[src/rtl/gold_spawn_ctrl.sv]
// gold_spawn_ctrl: spawns a falling gold coin, detects pickup or floor miss, and keeps a saturating coin count
module gold_spawn_ctrl #(
    parameter int SCREEN_W    = 800,
    parameter int SCREEN_H    = 600,
    parameter int SPRITE_SIZE = 32,
    parameter int PLAYER_W    = 32,
    parameter int PLAYER_H    = 32,
    parameter int FALL_SPEED  = 2,
    parameter int SPAWN_DELAY = 60,
    parameter logic [15:0] LFSR_SEED = 16'hACE1
) (
    input  logic        clk,
    input  logic        rst_n,
    input  logic        frame_tick,
    input  logic        game_active,
    input  logic [10:0] player_x,
    input  logic [9:0]  player_y,
    output logic [10:0] gold_x,
    output logic [9:0]  gold_y,
    output logic        gold_visible,
    output logic        collect_pulse,
    output logic        miss_pulse,
    output logic [7:0]  gold_count
);
    localparam int CW = $clog2(SPAWN_DELAY + 1);
    localparam logic [CW-1:0] RELOAD = CW'(SPAWN_DELAY - 1);
    localparam logic [10:0] COL_LIM = 11'(SCREEN_W - SPRITE_SIZE);
    localparam logic [11:0] FLOOR = 12'(SCREEN_H - SPRITE_SIZE);

    typedef enum logic [1:0] {IDLE, WAIT_SPAWN, FALLING} state_t;

    state_t        state_q;
    logic [15:0]   lfsr_q;
    logic [CW-1:0] cnt_q;
    logic [10:0]   gold_x_q;
    logic [9:0]    gold_y_q;
    logic          visible_q, collect_q, miss_q;
    logic [7:0]    count_q;

    logic [15:0] lfsr_d;
    logic [10:0] spawn_x_d;
    logic [11:0] gx, gy, px, py;
    logic        overlap, floor_hit;

    // Free-running LFSR step, folded spawn column, and 12-bit hit/floor tests
    always_comb begin
        lfsr_d    = {lfsr_q[14:0], lfsr_q[15] ^ lfsr_q[13] ^ lfsr_q[12] ^ lfsr_q[10]};
        spawn_x_d = ({1'b0, lfsr_q[9:0]} < COL_LIM) ? {1'b0, lfsr_q[9:0]} : {1'b0, lfsr_q[9:0]} - COL_LIM;
        gx        = {1'b0, gold_x_q};
        gy        = {2'b0, gold_y_q};
        px        = {1'b0, player_x};
        py        = {2'b0, player_y};
        overlap   = (gx < px + 12'(PLAYER_W)) && (px < gx + 12'(SPRITE_SIZE)) &&
                    (gy < py + 12'(PLAYER_H)) && (py < gy + 12'(SPRITE_SIZE));
        floor_hit = (gy + 12'(FALL_SPEED)) > FLOOR;
    end

    // Coin state machine with registered outputs; game_active low overrides everything
    always_ff @(posedge clk or negedge rst_n) begin
        if (!rst_n) begin
            state_q   <= IDLE;
            lfsr_q    <= LFSR_SEED;
            cnt_q     <= '0;
            gold_x_q  <= '0;
            gold_y_q  <= '0;
            visible_q <= 1'b0;
            collect_q <= 1'b0;
            miss_q    <= 1'b0;
            count_q   <= '0;
        end else begin
            lfsr_q    <= lfsr_d;
            collect_q <= 1'b0;
            miss_q    <= 1'b0;
            if (!game_active) begin
                state_q   <= IDLE;
                visible_q <= 1'b0;
            end else begin
                case (state_q)
                    IDLE: begin
                        count_q <= '0;
                        cnt_q   <= RELOAD;
                        state_q <= WAIT_SPAWN;
                    end
                    WAIT_SPAWN: if (frame_tick) begin
                        if (cnt_q == '0) begin
                            gold_x_q  <= spawn_x_d;
                            gold_y_q  <= '0;
                            visible_q <= 1'b1;
                            state_q   <= FALLING;
                        end else begin
                            cnt_q <= cnt_q - 1'b1;
                        end
                    end
                    FALLING: if (frame_tick) begin
                        if (overlap) begin
                            collect_q <= 1'b1;
                            count_q   <= (count_q == 8'hFF) ? count_q : count_q + 8'd1;
                            visible_q <= 1'b0;
                            cnt_q     <= RELOAD;
                            state_q   <= WAIT_SPAWN;
                        end else if (floor_hit) begin
                            miss_q    <= 1'b1;
                            visible_q <= 1'b0;
                            cnt_q     <= RELOAD;
                            state_q   <= WAIT_SPAWN;
                        end else begin
                            gold_y_q <= gold_y_q + 10'(FALL_SPEED);
                        end
                    end
                    default: state_q <= IDLE;
                endcase
            end
        end
    end

    assign gold_x        = gold_x_q;
    assign gold_y        = gold_y_q;
    assign gold_visible  = visible_q;
    assign collect_pulse = collect_q;
    assign miss_pulse    = miss_q;
    assign gold_count    = count_q;
endmodule

[config.mk]
export PLATFORM = sky130hd
export DESIGN_NAME = gold_spawn_ctrl
export DESIGN_NICKNAME = d
export VERILOG_FILES = /design/src/rtl/gold_spawn_ctrl.sv
export SDC_FILE = /design/constraint.sdc
export NUM_CORES = 1
export LEC_CHECK = 0
export BUFFER_PORTS_ARGS = -buffer_cell sky130_fd_sc_hd__buf_2
export CORE_MARGIN = 1.5
export CORE_UTILIZATION = 50
export CTS_BUF_LIST = sky130_fd_sc_hd__clkbuf_4 sky130_fd_sc_hd__clkbuf_8 sky130_fd_sc_hd__clkbuf_16
export CTS_CLUSTER_DIAMETER = 120
export DETAILED_ROUTE_END_ITERATION = 12
export PLACE_DENSITY = 0.75
export SKIP_CTS_REPAIR_TIMING = 1
export SLEW_MARGIN = 20
export SYNTH_ARGS = -nofsm -noshare
export SYNTH_HDL_FRONTEND = slang
export SYNTH_SLANG_ARGS = --single-unit
export TNS_END_PERCENT = 20
[constraint.sdc]
create_clock -name clk -period 3.16 [get_ports clk]
set_input_delay 0.474 -clock clk [delete_from_list [all_inputs] [get_ports clk]]
set_output_delay 0.474 -clock clk [all_outputs]
set_load 0.02 [all_outputs]
==> run_results.csv, run 1 <==
group,metric,value,unit
routing,drc,0,
clocking,numClockSinks,54,
synthesis,synth_ff_type,"dfrtp_1",
worst_setup_path,worst-setup-path-type,"reg -> reg",
min_path,hold_path.class,"in -> async",
placement,io_buffer_count,54,
synthesis,synthDominantAreaCellType,"dfrtp_1",
global_route,grt_pass1_vias,2936,
routing,drtIter0Drc,209,
routing,drt-total-wl,8180,um
floorplan,die_x,88.2,um
worst_setup_path,cp-end-kind,"register",
clocking,root_buffer,"clkbuf_8",
final_layout,syn2layout_area_growth,21.3,%
synthesis,synth_edf_count,0,
worst_setup_path,worstPathArrival,3520,ps
timing,relSlewSlack,0.485,
timing,rsz0062_at_grt,"yes",
floorplan,core.rowCount,30,
floorplan,initial_core_util,0.526,
floorplan,dieHeight,88.2,um
routing,antenna_left,0,
routing,avgViaCountPerCell,5.60,
synthesis,synth_commonest_cells,"46 x dfrtp_1, 43 x ha_1, 30 x inv_1",
timing,worst_pin_slew,772,ps
final_layout,fillers,578,
placement,gp_congestion,0.873,
power_and_ir_drop,leakage,2.13,nW
floorplan,die-area,0.00779,mm2
power_and_ir_drop,power_density,417,mW/mm2
timing,clock-skew-final,5.02,ps
final_layout,fin_util,0.638,
synthesis,synth_area_leaders,"dfrtp_1 32%, ha_1 15%, dfstp_2 5.8%",
synthesis,ys_ff_latch,54,
synthesis,syn_area,0.00363,mm2
worst_setup_path,max_stage_delay,520,ps
clocking,cts_made_buffers,5,
power_and_ir_drop,peakVddDrop,0.286,mV
timing,fmax,305,MHz
timing,period_needed,3280,ps
global_route,grt_pass1_wl,13200,um
synthesis,synth_area_per_cell,9.41,um2
outcome,status,"complete, but fails checks",
final_layout,fin_nets,541,
global_route,track_usage,0.213,
worst_setup_path,cp-start-kind,"register",
final_layout,layout-drive-gt1-share,0.283,
clocking,cts-htree-levels,2,
worst_setup_path,timing.critical_path.mode_cell,"a21o_1",
synthesis,synth_seq_area_share,0.375,
final_layout,antenna_cells,0,
synthesis,synthCells,386,
timing,finalSetupViolCount,6,
global_route,grt_max_degree,38,
placement,dp_hpwl,6330,um
synthesis,synth_top_area_frac,0.317,
clocking,cts_buffer_depth,2,
routing,routedWlPerCell,14.3,um
synthesis,synth_cell_type_count,55,
routing,drt_first_pass_iters,4,
clocking,clkSlewWorstSetupHoldPaths,100,ps
synthesis,yosysMostFrequentCell,"dfrtp_1",
worst_setup_path,cp_cell_sequence,"ha_4 -> nand3_2 -> xor2_1 -> ha_1 -> a21o_1 -> a21o_1 -> a221oi_2 -> o31ai_2 -> or4_4 -> o31a_1 -> or4_1 -> a21oi_1",
synthesis,ys_warn_count,0,
timing,slew_viol_final,0,
global_route,gr-total-overflow,0,
power_and_ir_drop,power,1.84,mW
floorplan,ioPinCount,57,
worst_setup_path,crit_slowest_cell,"or4_1",
placement,pre_cts_slack,-306,ps
clocking,clk_latency,300,ps
timing,layout_setup_ws,-119,ps
routing,num_vias,3193,
clocking,tritoncts,"yes",
global_route,antenna_found_initial,0,
worst_setup_path,required,3400,ps
floorplan,core_area,0.00691,mm2
worst_setup_path,cp_max_fo,5,
timing,hold_viol_final,0,
synthesis,async_reset_ff_frac,1.00,
run,drv_cap,0,
timing,min_period_over_period,1.04,
worst_setup_path,reg2regPathDepth,12,
outcome,violations,"setup timing",
## state kept, by name (all words and copies together), names as in the netlist
signal,cells
gold_y,9
gold_count,8
gold_visible,1
cnt_q,6
collect_pulse,1
gold_x,10
state_q,2
miss_pulse,1
lfsr_q,16
## where the power goes
| group | switching, mW | internal, mW | total [mW] | leakage [nW] |
|---|---|---|---|---|
| logic | 0.372 | 0.259 | 0.631 | 1.39 |
| clock network | 0.232 | 0.163 | 0.395 | 0.0491 |
| registers | 0.0640 | 0.750 | 0.814 | 0.687 |
## cell usage in the layout, fill, tap and decap left out, types with 3 or more instances in the layout
| cell | instances |
|---|---|
| dfrtp_1 | 42 |
| o31ai_1 | 3 |
| o211ai_1 | 3 |
| nand2b_1 | 13 |
| nor2b_1 | 9 |
| and3_1 | 9 |
| dfstp_2 | 8 |
| inv_1 | 30 |
| nor2_1 | 19 |
| buf_4 | 35 |
| a21oi_1 | 19 |
| or3_1 | 7 |
| mux2_2 | 9 |
| o2bb2ai_1 | 5 |
| a211oi_1 | 4 |
| buf_2 | 54 |
| dfrtp_2 | 4 |
| a21o_1 | 6 |
| nand3_1 | 21 |
| ha_1 | 41 |
| and2_1 | 3 |
| o21ai_0 | 22 |
| a22o_1 | 3 |
| or4_1 | 3 |
| nand2_1 | 24 |
| clkbuf_8 | 5 |
| xor2_1 | 9 |
| xnor2_1 | 8 |
| a31oi_1 | 7 |
## cell type report
type / count / area, um2 / share of cell area
Timing Repair Buffer: 89 / 533 / 0.121
Clock buffer: 5 / 68.8 / 0.0156
Inverter: 30 / 113 / 0.0255
Sequential cell: 54 / 1370 / 0.310
Clock inverter: 3 / 26.3 / 0.00596
Tap cell: 96 / 120 / 0.0272
Multi-Input combinational cell: 293 / 2180 / 0.495
## critical path: cells and delay by family (launching register included)
kind,cells,cell delay (ps)
AO/OA/AOI/OAI,6,1140
XOR/XNOR,1,150
adder cells (fa/ha/maj),2,430
flip-flops,1,440
AND/OR/NAND/NOR,3,1070
## kinds of logic after synthesis
kind of cell / after synthesis / synth area share
AOI/OAI and AO/OA: 95 / 0.174
xor gates and xnor gates: 17 / 0.0410
adders and majority gates: 44 / 0.151
buffers and inverters: 40 / 0.0444
DFF: 54 / 0.375
muxes: 11 / 0.0334
other: 1 / 0.00103
and+or+nand+nor: 124 / 0.180
## metrics by stage
stage | area (um2) | hold slack [ps] | std cells | setup TNS (ps)
finish | 4410 | 241 | 570 | -543
global route | 4410 | 292 | 570 | -1890
CTS | 4350 | 255 | 569 | -604
detailed placement | 4250 | 347 | 561 | -4970
global placement | 4250 | 337 | 561 | -4090
floorplan | 3660 | 178 | 387 | 0
## metal layers
metal	share of wire	track usage	wire, um
met1	0.47	0.303	3880
met2	0.47	0.350	3880
met3	0.037	0.0205	304
met4	0.013	0.0597	110
met5	0	0	0
## final timing paths
kind | start | slack [ps] | to
setup reg to reg | gold_x[5] | -120 | gold_count[7]
setup / recovery | gold_x[5] | -120 | gold_count[7]
min in group clk | lfsr_q[14] | 370 | lfsr_q[15]
max in group asynchronous | rst_n | 2200 | gold_count[7]
hold / removal | rst_n | 240 | lfsr_q[12]
hold reg to reg | lfsr_q[14] | 370 | lfsr_q[15]
Note: power is estimated with default switching activity, not from simulation.
==> run 2, diff against run 1 <==
--- a/config.mk
+++ b/config.mk
@@ -11,7 +11,7 @@
 export CTS_BUF_LIST = sky130_fd_sc_hd__clkbuf_4 sky130_fd_sc_hd__clkbuf_8 sky130_fd_sc_hd__clkbuf_16
 export CTS_CLUSTER_DIAMETER = 120
 export DETAILED_ROUTE_END_ITERATION = 12
-export PLACE_DENSITY = 0.75
+export PLACE_DENSITY = 0.72
 export SKIP_CTS_REPAIR_TIMING = 1
 export SLEW_MARGIN = 20
 export SYNTH_ARGS = -nofsm -noshare
==> constraint.sdc (replaced) <==
create_clock -name clk -period 4.3 [get_ports clk]
set_input_delay 0.645 -clock clk [delete_from_list [all_inputs] [get_ports clk]]
set_output_delay 0.645 -clock clk [all_outputs]
set_load 0.02 [all_outputs]
==> run 2 against run 1 <==
Compared with the run above:
- the run now ends clean
- via count is 5.5% lower
- count of clock-buffer cells in the layout is the same
- routed wire length down 5.9%
- total power fell by 29%
- global-route usage barely moved
- utilization fell by 4.7 points
- critical endpoint unchanged
- cell count fell by 6.0%
- register-to-register slack gained 800 ps
- final area decreased by 7.4%
==> run_results.csv, run 2 (synthesized netlist as in run 1, its figures left out) <==
group,metric,value,unit
worst_setup_path,worst-setup-path-type,"in -> reg",
timing,relSlewSlack,0.525,
clocking,numClockSinks,54,
timing,clock-skew-final,12.2,ps
global_route,grt_max_degree,55,
timing,finalSetupViolCount,0,
timing,rsz0062_at_grt,"no",
routing,drc,0,
placement,gp_congestion,0.858,
floorplan,die_x,88.2,um
power_and_ir_drop,p_switching,0.483,mW
worst_setup_path,worstPathArrival,3880,ps
power_and_ir_drop,power_density,320,mW/mm2
placement,dp_hpwl,5900,um
final_layout,stdcell_area,0.00408,mm2
worst_setup_path,reg2regPathDepth,11,
timing,whs,362,ps
final_layout,fin_nets,507,
routing,drt_first_pass_iters,4,
final_layout,largest_register,"lfsr_q",
floorplan,dieHeight,88.2,um
clocking,root_buffer,"clkbuf_8",
run,drv_cap,0,
timing,period_needed,3630,ps
timing,tns,0,ps
power_and_ir_drop,peakVddDrop,0.185,mV
power_and_ir_drop,clockPowerShare,0.231,
floorplan,die-area,0.00779,mm2
timing,min_period_over_period,0.844,
global_route,grt_pass1_vias,2841,
placement,dp.cells,528,
power_and_ir_drop,swShare,0.369,
clocking,clkSlewWorstSetupHoldPaths,100,ps
routing,avgViaCountPerCell,5.63,
worst_setup_path,cp-end-kind,"register",
global_route,gr-total-overflow,0,
clocking,cts_made_buffers,5,
min_path,hold_path.class,"reg -> reg",
final_layout,layout-drive-gt1-share,0.191,
final_layout,antenna_cells,0,
routing,antenna_left,0,
outcome,status,"finished, final reports clean",
final_layout,syn2layout_area_growth,12.4,%
final_layout,final_cell_mix,"54 x buf_2, 46 x dfrtp_1, 43 x ha_1",
routing,drt-total-wl,7690,um
power_and_ir_drop,internal_power,0.825,mW
global_route,antenna_found_initial,0,
floorplan,initial_core_util,0.526,
floorplan,core_area,0.00691,mm2
final_layout,fillers,650,
clocking,cts-htree-levels,2,
final_layout,fin_cells,536,
timing,slew_viol_final,0,
power_and_ir_drop,p_comb_frac,0.299,
final_layout,largest_register_ffs,16,
clocking,clk_latency,320,ps
global_route,grt_pass1_wl,13100,um
timing,worst_pin_slew,712,ps
floorplan,ioPinCount,57,
global_route,track_usage,0.213,
routing,num_vias,3017,
timing,hold_viol_final,0,
power_and_ir_drop,power,1.31,mW
routing,routedWlPerCell,14.4,um
min_path,holdPathStages,0,
placement,io_buffer_count,54,
worst_setup_path,cp-start-kind,"primary input",
final_layout,mostFrequentLayoutCell,"buf_2",
worst_setup_path,required,4550,ps
clocking,cts_buffer_depth,2,
routing,drtIter0Drc,144,
timing,fmax,275,MHz
placement,dpl-instance-area,0.00399,mm2
power_and_ir_drop,leakage,1.96,nW
worst_setup_path,cp_max_fo,12,
floorplan,core.rowCount,30,
power_and_ir_drop,seqPwrFrac,0.469,
clocking,tritoncts,"yes",
run 2: cell count changes in the layout (fill, tap and decap cells not counted), moves of 2 or more:
cell,delta
o31ai_2,-2
o31ai_1,+2
dfrtp_2,-4
buf_4,-34
ha_1,+2
dfrtp_1,+4
inv_6,-2
run 2: through the flow:
stage                     worst slack (ps)   util
final                                  670  0.591
after global routing                   475  0.591
after CTS                              663  0.591
after detailed placement               344  0.577
after global placement                 456  0.577
after floorplan                        826      -
run 2: layer usage:
| metal | vias to the layer above | GRT usage | part of all wire |
|---|---|---|---|
| met5 | - | 0 | 0 |
| met1 | 1444 | 0.304 | 0.50 |
| met3 | 8 | 0.0364 | 0.039 |
| met4 | 0 | 0.0682 | 0.012 |
| met2 | 70 | 0.331 | 0.45 |
| li1 | 1495 | - | - |
run 2: worst max-delay path, stage by stage:
cell	delay, ps
buf_2	120
ha_1	240
xnor2_1	190
ha_1	260
a21o_1	180
a2111oi_0	410
a211oi_1	130
or4_4	570
o31a_1	440
or4_1	540
a21oi_1	150
run 2: worst paths after layout:
kind                             start             to  slack [ps]
setup / recovery           player_x[5]  gold_count[7]         670
hold / removal              lfsr_q[14]     lfsr_q[15]         360
setup reg to reg             gold_y[5]  gold_count[7]         680
hold reg to reg             lfsr_q[14]     lfsr_q[15]         360
max in group asynchronous        rst_n      gold_x[0]        3430
min in group asynchronous        rst_n       cnt_q[5]         430
run 2: power by group through the flow:
stage	registers [mW]	logic, mW	clock network [mW]
global placement	0.622	0.377	0
global route	0.625	0.449	0.333
detailed placement	0.622	0.392	0
floorplan	0.632	0.257	0
finish	0.614	0.392	0.303
CTS	0.613	0.394	0.314
run 2: layout make-up:
class | instances | area [um2] | area share
Clock buffer | 5 | 68.8 | 0.0169
Multi-Input combinational cell | 293 | 2110 | 0.518
Sequential cell | 54 | 1360 | 0.333
Inverter | 30 | 113 | 0.0276
Clock inverter | 3 | 28.8 | 0.00705
Timing Repair Buffer | 55 | 278 | 0.0680
Tap cell | 96 | 120 | 0.0294
